--- src/rtl/instr_encoder.sv ---
// rtl/instr_encoder.sv - RV32I instruction encoder with output FIFO
//
// Purpose: turns an instruction descriptor (format, ALU op, registers,
// immediate) into a 32-bit RV32I word and queues it in a DEPTH-entry FIFO.
//
// Optional feature: define INSTR_ENCODER_CHECK_EN to reject illegal
// descriptors (accepted on the handshake, not queued, err pulses).
//
// Ports:
//   clk        clock, rising edge
//   rst_n      asynchronous active-low reset
//   flush      synchronous clear of the FIFO (wins over push and pop)
//   in_valid   descriptor valid
//   in_ready   descriptor can be accepted
//   in_fmt     00 R-ALU, 01 I-ALU, 10 JALR, 11 JAL
//   in_aluop   0 ADD .. 9 AND
//   in_rd      destination register
//   in_rs1     source register 1
//   in_rs2     source register 2
//   in_imm     21-bit signed immediate
//   out_valid  FIFO head holds a word
//   out_ready  consumer takes the head word
//   out_instr  encoded word at the FIFO head (0 when empty)
//   level      FIFO occupancy
//   err        one-cycle pulse after an illegal descriptor is accepted

module instr_encoder #(
  parameter int DEPTH = 4
) (
  input  logic                     clk,
  input  logic                     rst_n,
  input  logic                     flush,
  input  logic                     in_valid,
  output logic                     in_ready,
  input  logic [1:0]               in_fmt,
  input  logic [3:0]               in_aluop,
  input  logic [4:0]               in_rd,
  input  logic [4:0]               in_rs1,
  input  logic [4:0]               in_rs2,
  input  logic [20:0]              in_imm,
  output logic                     out_valid,
  input  logic                     out_ready,
  output logic [31:0]              out_instr,
  output logic [$clog2(DEPTH):0]   level,
  output logic                     err
);

  localparam int AW = $clog2(DEPTH);
  localparam logic [AW:0] FULL_LEVEL = (AW + 1)'(DEPTH);

  localparam logic [1:0] FMT_R    = 2'b00;
  localparam logic [1:0] FMT_I    = 2'b01;
  localparam logic [1:0] FMT_JALR = 2'b10;
  localparam logic [1:0] FMT_JAL  = 2'b11;

  localparam logic [3:0] OP_ADD  = 4'd0;
  localparam logic [3:0] OP_SUB  = 4'd1;
  localparam logic [3:0] OP_SLL  = 4'd2;
  localparam logic [3:0] OP_SLT  = 4'd3;
  localparam logic [3:0] OP_SLTU = 4'd4;
  localparam logic [3:0] OP_XOR  = 4'd5;
  localparam logic [3:0] OP_SRL  = 4'd6;
  localparam logic [3:0] OP_SRA  = 4'd7;
  localparam logic [3:0] OP_OR   = 4'd8;
  localparam logic [3:0] OP_AND  = 4'd9;

  localparam logic [6:0] OPC_R    = 7'b0110011;
  localparam logic [6:0] OPC_I    = 7'b0010011;
  localparam logic [6:0] OPC_JALR = 7'b1100111;
  localparam logic [6:0] OPC_JAL  = 7'b1101111;

  localparam logic [6:0] F7_BASE = 7'b0000000;
  localparam logic [6:0] F7_ALT  = 7'b0100000;

  // ---------------------------------------------------------------------
  // Encoder (purely combinational on the live descriptor fields)
  // ---------------------------------------------------------------------
  logic [3:0]  op_eff;
  logic [2:0]  funct3;
  logic        is_shift;
  logic [6:0]  funct7_r;
  logic [6:0]  funct7_i;
  logic [31:0] enc_word;
  logic        illegal;

  always_comb begin
    // Undefined ALU codes fold to ADD so every descriptor has an encoding.
    op_eff = (in_aluop > OP_AND) ? OP_ADD : in_aluop;

    funct3 = 3'b000;
    case (op_eff)
      OP_ADD, OP_SUB: funct3 = 3'b000;
      OP_SLL:         funct3 = 3'b001;
      OP_SLT:         funct3 = 3'b010;
      OP_SLTU:        funct3 = 3'b011;
      OP_XOR:         funct3 = 3'b100;
      OP_SRL, OP_SRA: funct3 = 3'b101;
      OP_OR:          funct3 = 3'b110;
      OP_AND:         funct3 = 3'b111;
      default:        funct3 = 3'b000;
    endcase

    is_shift = (op_eff == OP_SLL) || (op_eff == OP_SRL) || (op_eff == OP_SRA);
    funct7_r = ((op_eff == OP_SUB) || (op_eff == OP_SRA)) ? F7_ALT : F7_BASE;
    // I-type has no SUB form; SUB lands on funct3 000 and becomes ADDI.
    funct7_i = (op_eff == OP_SRA) ? F7_ALT : F7_BASE;
  end

  always_comb begin
    enc_word = '0;
    case (in_fmt)
      FMT_R: begin
        enc_word = {funct7_r, in_rs2, in_rs1, funct3, in_rd, OPC_R};
      end
      FMT_I: begin
        if (is_shift) begin
          // Shift amount is imm[4:0]; the upper immediate bits are replaced
          // by funct7.
          enc_word = {funct7_i, in_imm[4:0], in_rs1, funct3, in_rd, OPC_I};
        end else begin
          enc_word = {in_imm[11:0], in_rs1, funct3, in_rd, OPC_I};
        end
      end
      FMT_JALR: begin
        enc_word = {in_imm[11:0], in_rs1, 3'b000, in_rd, OPC_JALR};
      end
      default: begin
        // JAL scrambles imm[20:1] into the J-type layout; imm[0] is implied 0.
        enc_word = {in_imm[20], in_imm[10:1], in_imm[11], in_imm[19:12],
                    in_rd, OPC_JAL};
      end
    endcase
  end

`ifdef INSTR_ENCODER_CHECK_EN
  always_comb begin
    illegal = 1'b0;
    case (in_fmt)
      FMT_R:   illegal = (in_aluop > OP_AND);
      FMT_I:   illegal = (in_aluop > OP_AND) || (in_aluop == OP_SUB) ||
                         (is_shift && (in_imm[11:5] != 7'd0));
      FMT_JAL: illegal = in_imm[0];
      default: illegal = 1'b0;
    endcase
  end
`else
  assign illegal = 1'b0;
`endif

  // ---------------------------------------------------------------------
  // Output FIFO
  // ---------------------------------------------------------------------
  logic [31:0]   mem [DEPTH];
  logic [AW-1:0] wr_ptr;
  logic [AW-1:0] rd_ptr;
  logic [AW:0]   count;
  logic          ready_en;
  logic          accept;
  logic          push;
  logic          pop;

  // ready_en holds in_ready low through reset and releases it on the first
  // edge after rst_n deasserts. No pass-through: a full FIFO stays not-ready
  // even when a pop is happening in the same cycle.
  assign in_ready  = ready_en && (count != FULL_LEVEL) && !flush;
  assign accept    = in_valid && in_ready;
  assign push      = accept && !illegal;
  assign out_valid = (count != '0);
  assign pop       = out_valid && out_ready;
  assign level     = count;
  assign out_instr = out_valid ? mem[rd_ptr] : 32'd0;

  always_ff @(posedge clk or negedge rst_n) begin
    if (!rst_n) begin
      wr_ptr   <= '0;
      rd_ptr   <= '0;
      count    <= '0;
      ready_en <= 1'b0;
    end else begin
      ready_en <= 1'b1;
      if (flush) begin
        wr_ptr <= '0;
        rd_ptr <= '0;
        count  <= '0;
      end else begin
        // Pointers are AW bits wide and DEPTH is a power of two, so the
        // increment wraps modulo DEPTH on its own.
        if (push) wr_ptr <= wr_ptr + 1'b1;
        if (pop)  rd_ptr <= rd_ptr + 1'b1;
        case ({push, pop})
          2'b10:   count <= count + 1'b1;
          2'b01:   count <= count - 1'b1;
          default: count <= count;
        endcase
      end
    end
  end

  // Storage needs no reset: out_instr is gated by out_valid.
  always_ff @(posedge clk) begin
    if (push && !flush) begin
      mem[wr_ptr] <= enc_word;
    end
  end

`ifdef INSTR_ENCODER_CHECK_EN
  logic err_q;

  always_ff @(posedge clk or negedge rst_n) begin
    if (!rst_n) begin
      err_q <= 1'b0;
    end else begin
      err_q <= accept && illegal;
    end
  end

  assign err = err_q;
`else
  assign err = 1'b0;
`endif

endmodule

--- config.mk ---
export PLATFORM = sky130hd
export DESIGN_NAME = instr_encoder
export DESIGN_NICKNAME = d
export VERILOG_FILES = /design/src/rtl/instr_encoder.sv
export SDC_FILE = /design/constraint.sdc
export NUM_CORES = 1
export LEC_CHECK = 0
export ABC_AREA = 1
export CORE_MARGIN = 3
export CORE_UTILIZATION = 41
export CTS_CLUSTER_DIAMETER = 60
export DETAILED_ROUTE_END_ITERATION = 6
export GPL_TIMING_DRIVEN = 0
export SLEW_MARGIN = 15
export SYNTH_ARGS = -nofsm -noshare
export SYNTH_HDL_FRONTEND = slang
export SYNTH_SLANG_ARGS = --single-unit
--- constraint.sdc ---
create_clock -name clk -period 3 [get_ports clk]
set_input_delay 0.6 -clock clk [delete_from_list [all_inputs] [get_ports clk]]
set_output_delay 0.6 -clock clk [all_outputs]
set_load 0.01 [all_outputs]
==> results of run 1 <==
==> per-stage QoR <==
| stage | TNS [ps] | cells | util | total power, mW |
|---|---|---|---|---|
| floorplan | 0 | 506 | - | 2.94 |
| global placement | -142840 | 760 | 0.508 | 3.76 |
| detailed placement | 0 | 764 | 0.518 | 3.78 |
| CTS | 0 | 795 | 0.564 | 5.77 |
| global route | -0.0691 | 795 | 0.564 | 5.99 |
| finish | 0 | 795 | 0.564 | 5.73 |
==> metal layers <==
metal | wire length [µm] | track usage
met1 | 5500 | 0.216
met5 | 0 | 0
met4 | 124 | 0.0805
met2 | 6460 | 0.302
met3 | 624 | 0.0385
==> kinds of logic after synthesis <==
family	count (synthesis)
and+or+nand+nor	214
DFF	124
AOI/OAI and AO/OA	100
buffers and inverters	60
adders and majority gates	5
other	2
xor gates and xnor gates	1
==> worst max path at each step <==
stage                               start              endpoint  slack [ps]  depth (start not counted)
floorplan                           flush  mem[0][10]$_DFFE_PP_         440                          5
global placement                    flush  mem[3][18]$_DFFE_PP_       -1290                          6
detailed placement                  flush  level[2]$_DFFE_PN0P_         250                         13
CTS                 rd_ptr[0]$_DFFE_PN0P_         out_instr[30]          90                          7
global route        rd_ptr[1]$_DFFE_PN0P_         out_instr[14]       -0.07                          6
finish              rd_ptr[0]$_DFFE_PN0P_         out_instr[30]         130                          7
==> cell usage in the layout (no fill, tap or decap), drive strengths merged, types with 3 or more instances in the layout <==
cell           count
nor2             135
edfxtp           116
clkdlybuf4s50     82
nand2             63
o21ai             63
inv               33
a21oi             33
clkbuf            29
buf               21
nand3             11
dfrtp              8
clkinv             7
nand4              4
ha                 4
bufinv             3
==> worst max-delay path: cells and delay by family, from the launching register on <==
| kind | cells | cell delay (ps) |
|---|---|---|
| flip-flops | 1 | 380 |
| AO/OA/AOI/OAI | 2 | 260 |
| buffers and inverters | 5 | 1230 |
==> registers in the layout, indices dropped and copies added (netlist names) <==
signal    count
ready_en      1
level         3
mem         116
wr_ptr        2
rd_ptr        2
==> cells in the mapped netlist, drive strengths merged <==
cell,count
o211ai,2
fa,1
clkbuf,11
nor2,135
a21oi,33
nand3,11
buf,17
conb,2
dfrtp,8
a21o,1
nor3,1
edfxtp,116
o21ai,63
ha,4
xor2,1
inv,32
nand2,63
a31oi,1
nand4,4
==> power by group through the flow <==
stage	Sequential [mW]	Clock [mW]	Combinational (mW)
after global placement	2.04	0	1.71
after global routing	2.02	2.08	1.90
after floorplan	2.04	0	0.893
after CTS	2.01	2.01	1.76
final	2.01	1.99	1.73
after detailed placement	2.04	0	1.74
==> cell type report <==
type                    instances  area (µm²)
repair buffers                 86         931
flip-flops and latches        124        3680
well taps                     172         215
clock buffers                  18         429
fillers                      1084        5610
inverters                      32         123
clock inverters                13         150
plain buffers                  28         173
multi-input cells             322        1560
==> repair_timing <==
| action | CTS | global route |
|---|---|---|
| pin swaps | 0 | 0 |
| gates resized for setup | 4 | 6 |
| endpoints found under the setup margin | 14 | 2 |
==> run_results.csv, run 1 <==
group,metric,value,unit
clock_tree,cts_max_path_buffers,2,
setup_path,critPathCaptureType,"output pin",
grt,grt_max_degree,20,
clock_tree,cts_sinks,124,
status,run_status,"finished, final reports clean",
power,clkPwrFrac,0.347,
clock_tree,cts-root-buf,"clkbuf_16",
routing,ant_nets,0,
sta,hold_viol,0,
clock_tree,cts_made_buffers,17,
grt,antenna_found_initial,0,
logic_synthesis,syn_area_per_cell,10.9,µm²
power,p_comb_frac,0.302,
setup_path,regToRegEndpoint,"level[2]$_DFFE_PN0P_",
placement,placed_cell_area,6680,µm²
placement,pre_cts_slack,252,ps
logic_synthesis,syn_nets,558,
logic_synthesis,synth_fa_ha_area_frac,0.0127,
final_layout,drive_gt1_frac,0.143,
sta,slew_headroom,0.561,
final_layout,area.growth.synth_to_final,32.1,%
grt,grt_pass1_vias,3802,
logic_synthesis,seq_area_frac_synth,0.670,
logic_synthesis,synth_compound_area_frac,0.103,
setup_path,crit_fanout,10,
setup_path,rr_startpoint,"level[0]$_DFFE_PN0P_",
floorplanning,start_util,0.427,
setup_path,critPathMaxStageDelay,560,ps
setup_path,cp-start-kind,"flop",
routing,drt_pre_antenna_iters,4,
power,p_sw,1.67,mW
routing,wl,12700,µm
floorplanning,io_pins,85,
placement,gp_congestion,0.740,
clock_tree,post_cts_buffers,0,
power,powerDensity,789,nW/µm²
routing,route.detailed.drc,0,
floorplanning,dieArea,14800,µm²
power,cellInternalPower,4.06,mW
setup_path,path_class,"reg2out",
logic_synthesis,yosys.cell_types.count,31,
clock_tree,clk_pin_slew_worst_paths,50,ps
grt,grt_pass1_wl,19600,µm
logic_synthesis,synth_area_leaders,"edfxtp_1 (63%), nor2_1 (9.1%), o21ai_0 (4.7%), nand2_1 (4.0%), dfrtp_1 (3.6%)",
flow_run,cap_violations,0,
routing,drtIter0Drc,274,
setup_path,cp_slowest_cell,"clkdlybuf4s50_1",
floorplanning,dieHeight,122,µm
sta,slew_viol_final,0,
clock_tree,ctsHoldBuffers,0,
power,leakagePower,2.72,nW
final_layout,antenna-diode-count,0,
sta,worstMarginPinSlew,657,ps
logic_synthesis,synth_warnings,0,
setup_path,crit_arrival,2270,ps
sta,fin_hold_ws,489,ps
logic_synthesis,synth.area.mux_share,0,
logic_synthesis,syn-instance-count,506,
sta,fmax,349,MHz
logic_synthesis,ys_seq_elements,124,
clock_tree,insertion_delay,400,ps
routing,vias,3909,
placement,dp_hpwl,8320,µm
floorplanning,fp-row-count,41,
worst_hold_path,hold_class,"in2async",
clock_tree,htree_num_levels,4,
logic_synthesis,synth_top_area_cell,"edfxtp_1",
floorplanning,die_w,122,µm
power,sw_frac_of_total,0.292,
routing,wl_per_cell,16.0,µm
routing,drt-vias-per-instance,4.92,
sta,layout_setup_ws,133,ps
sta,finalSetupViolCount,0,
grt,overflow,0,
power,seq_power_share,0.351,
clock_tree,cts_tree,"built",
sta,period_needed,2870,ps
sta,clock_skew,4.58,ps
floorplanning,coreArea,12900,µm²
setup_path,path_cells,"buf_6, inv_2, buf_2, buf_4, o21ai_1, a21oi_2, clkdlybuf4s50_1",
logic_synthesis,synth-simple-area-share,0.160,
power,vdd_drop_max,0.393,mV
setup_path,r2r_cells,12,
grt,grt_usage,0.177,
logic_synthesis,netlist.area_leader.share,0.633,
logic_synthesis,syn_area,5500,µm²
placement,port_buffers,82,
sta,period_share,0.956,
final_layout,fin_area,7260,µm²
logic_synthesis,synth_top_family_by_area,"simple AND/OR/NAND/NOR gates",
final_layout,num-nets-final,663,
logic_synthesis,synth_xor_area_frac,0.00159,
setup_path,rrSetupSlack,980,ps
setup_path,required,2400,ps
Note: power is estimated with default switching activity, not from simulation.
==> run 2, diff against run 1 <==
--- a/config.mk
+++ b/config.mk
@@ -11,7 +11,7 @@
 export CTS_CLUSTER_DIAMETER = 60
 export DETAILED_ROUTE_END_ITERATION = 6
 export GPL_TIMING_DRIVEN = 0
-export SLEW_MARGIN = 15
+export SLEW_MARGIN = 20
 export SYNTH_ARGS = -nofsm -noshare
 export SYNTH_HDL_FRONTEND = slang
 export SYNTH_SLANG_ARGS = --single-unit
==> results of run 2 <==
Final layout, timing and power as in run 1 (identical DEF).
==> run 3, diff against run 2 <==
==> constraint.sdc (replaced) <==
create_clock -name clk -period 3.7 [get_ports clk]
set_input_delay 0.74 -clock clk [delete_from_list [all_inputs] [get_ports clk]]
set_output_delay 0.74 -clock clk [all_outputs]
set_load 0.01 [all_outputs]
==> run 3 against run 2 <==
Effect of this change: die area is the same; sequential cell count is the same; combinational power shrank 20%; register-to-register slack gained 700 ps; largest power group unchanged.
==> run_results.csv, run 3 (synthesis results as in run 1) <==
group,metric,value,unit
power,leakagePower,2.70,nW
final_layout,multiInputGateArea,1560,µm²
power,powerDensity,639,nW/µm²
clock_tree,cts_max_path_buffers,2,
final_layout,final-seq-area,3680,µm²
grt,met2_usage,0.302,
routing,ant_nets,0,
floorplanning,dieHeight,122,µm
final_layout,layout_commonest_cell,"nor2_1",
clock_tree,cts_sinks,124,
floorplanning,start_util,0.427,
clock_tree,cts-root-buf,"clkbuf_16",
sta,fin_hold_ws,561,ps
grt,grt_usage,0.177,
floorplanning,dieArea,14800,µm²
placement,gp_congestion,0.740,
sta,rsz0062_at_grt,"false",
routing,vias,3892,
routing,route.detailed.drc,0,
sta,period_needed,3200,ps
placement,dp_hpwl,8320,µm
placement,port_buffers,82,
placement,placed_cells,764,
final_layout,drive_gt1_frac,0.133,
routing,wl_per_cell,16.0,µm
final_layout,final_cell_mix,"nor2_1 (129), edfxtp_1 (116), clkdlybuf4s50_1 (82)",
setup_path,critPathMaxStageDelay,590,ps
flow_run,cap_violations,0,
clock_tree,insertion_delay,400,ps
sta,finalSetupViolCount,0,
grt,grt_pass1_vias,3802,
clock_tree,cts_resized,0,
sta,clock_skew,7.51,ps
grt,grt_max_degree,20,
grt,grt-busiest-layer,"met2",
routing,wl,12700,µm
clock_tree,cts_tree,"built",
routing,drt-vias-per-instance,4.90,
sta,period_share,0.866,
routing,drt_pre_antenna_iters,4,
worst_hold_path,hold_class,"reg2reg",
grt,antenna_found_initial,0,
sta,slew_headroom,0.562,
power,total_power,4.63,mW
grt,overflow,0,
setup_path,crit_buf_inv,4,
clock_tree,clk_pin_slew_worst_paths,50,ps
clock_tree,htree_num_levels,4,
setup_path,crit_arrival,2460,ps
sta,hold_viol,0,
final_layout,largest_reg_flops,116,
floorplanning,fp-row-count,41,
floorplanning,io_pins,85,
power,vdd_drop_max,0.316,mV
clock_tree,post_cts_buffers,0,
clock_tree,cts_made_buffers,17,
final_layout,antenna-diode-count,0,
grt,grt_use_met1,0.216,
grt,grtUsageMet3,0.0385,
setup_path,path_cells,"buf_6, inv_2, clkbuf_1, o21ai_0, a21oi_1, clkdlybuf4s50_1",
routing,drtIter0Drc,284,
setup_path,required,2960,ps
final_layout,finish.utilization,0.563,
final_layout,area.growth.synth_to_final,31.9,%
setup_path,cp_slowest_cell,"clkdlybuf4s50_1",
final_layout,num-nets-final,663,
sta,tns,0,ps
floorplanning,coreArea,12900,µm²
status,run_status,"finished, final reports clean",
setup_path,critPathCaptureType,"output pin",
grt,grt_pass1_wl,19600,µm
setup_path,crit_fanout,10,
floorplanning,die_w,122,µm
sta,slew_viol_final,0,
final_layout,final_cell_count_no_fill,795,
sta,fmax,312,MHz
setup_path,path_class,"reg2out",
setup_path,cp-start-kind,"flop",
final_layout,fill_cells,1087,
clock_tree,ctsHoldBuffers,0,
setup_path,cp_top_family,"buffers and inverters",
final_layout,top_register,"mem",
sta,worstMarginPinSlew,655,ps
run 3: power by group:
group          leakage (nW)  total [mW]  internal [mW]  switching (mW)
registers              1.16        1.63           1.59          0.0357
clock network         0.281        1.61           1.05           0.565
logic                  1.26        1.39          0.645           0.750
run 3: final timing paths:
check                                      start               endpoint  slack [ps]  cells after the start
max in group asynchronous                  rst_n  rd_ptr[1]$_DFFE_PN0P_        2780                      1
max                        rd_ptr[0]$_DFFE_PN0P_          out_instr[14]         500                      6
min in group asynchronous                  rst_n   level[2]$_DFFE_PN0P_         630                      1
min reg2reg                wr_ptr[0]$_DFFE_PN0P_  wr_ptr[0]$_DFFE_PN0P_         560                      1
min                        wr_ptr[0]$_DFFE_PN0P_  wr_ptr[0]$_DFFE_PN0P_         560                      1
max reg2reg                 level[0]$_DFFE_PN0P_   level[2]$_DFFE_PN0P_        1680                     12
run 3: layer usage:
layer  vias to the layer above  wire length, µm
li1                       1927                -
met1                      1859             5540
met2                       100             6530
met3                         6              541
met4                         0               82
met5                         -                0
run 3: area by class of cell:
cell class / count / area share
well taps: 172 / 0.0297
clock buffers: 18 / 0.0592
inverters: 32 / 0.0169
plain buffers: 28 / 0.0224
multi-input cells: 322 / 0.215
repair buffers: 86 / 0.128
clock inverters: 13 / 0.0207
flip-flops and latches: 124 / 0.508
run 3: through the flow:
stage / instance area, µm² / worst slack [ps]
floorplan: 5500 / 1000
global placement: 6540 / -732
global route: 7250 / 274
detailed placement: 6680 / 725
finish: 7250 / 496
CTS: 7250 / 464
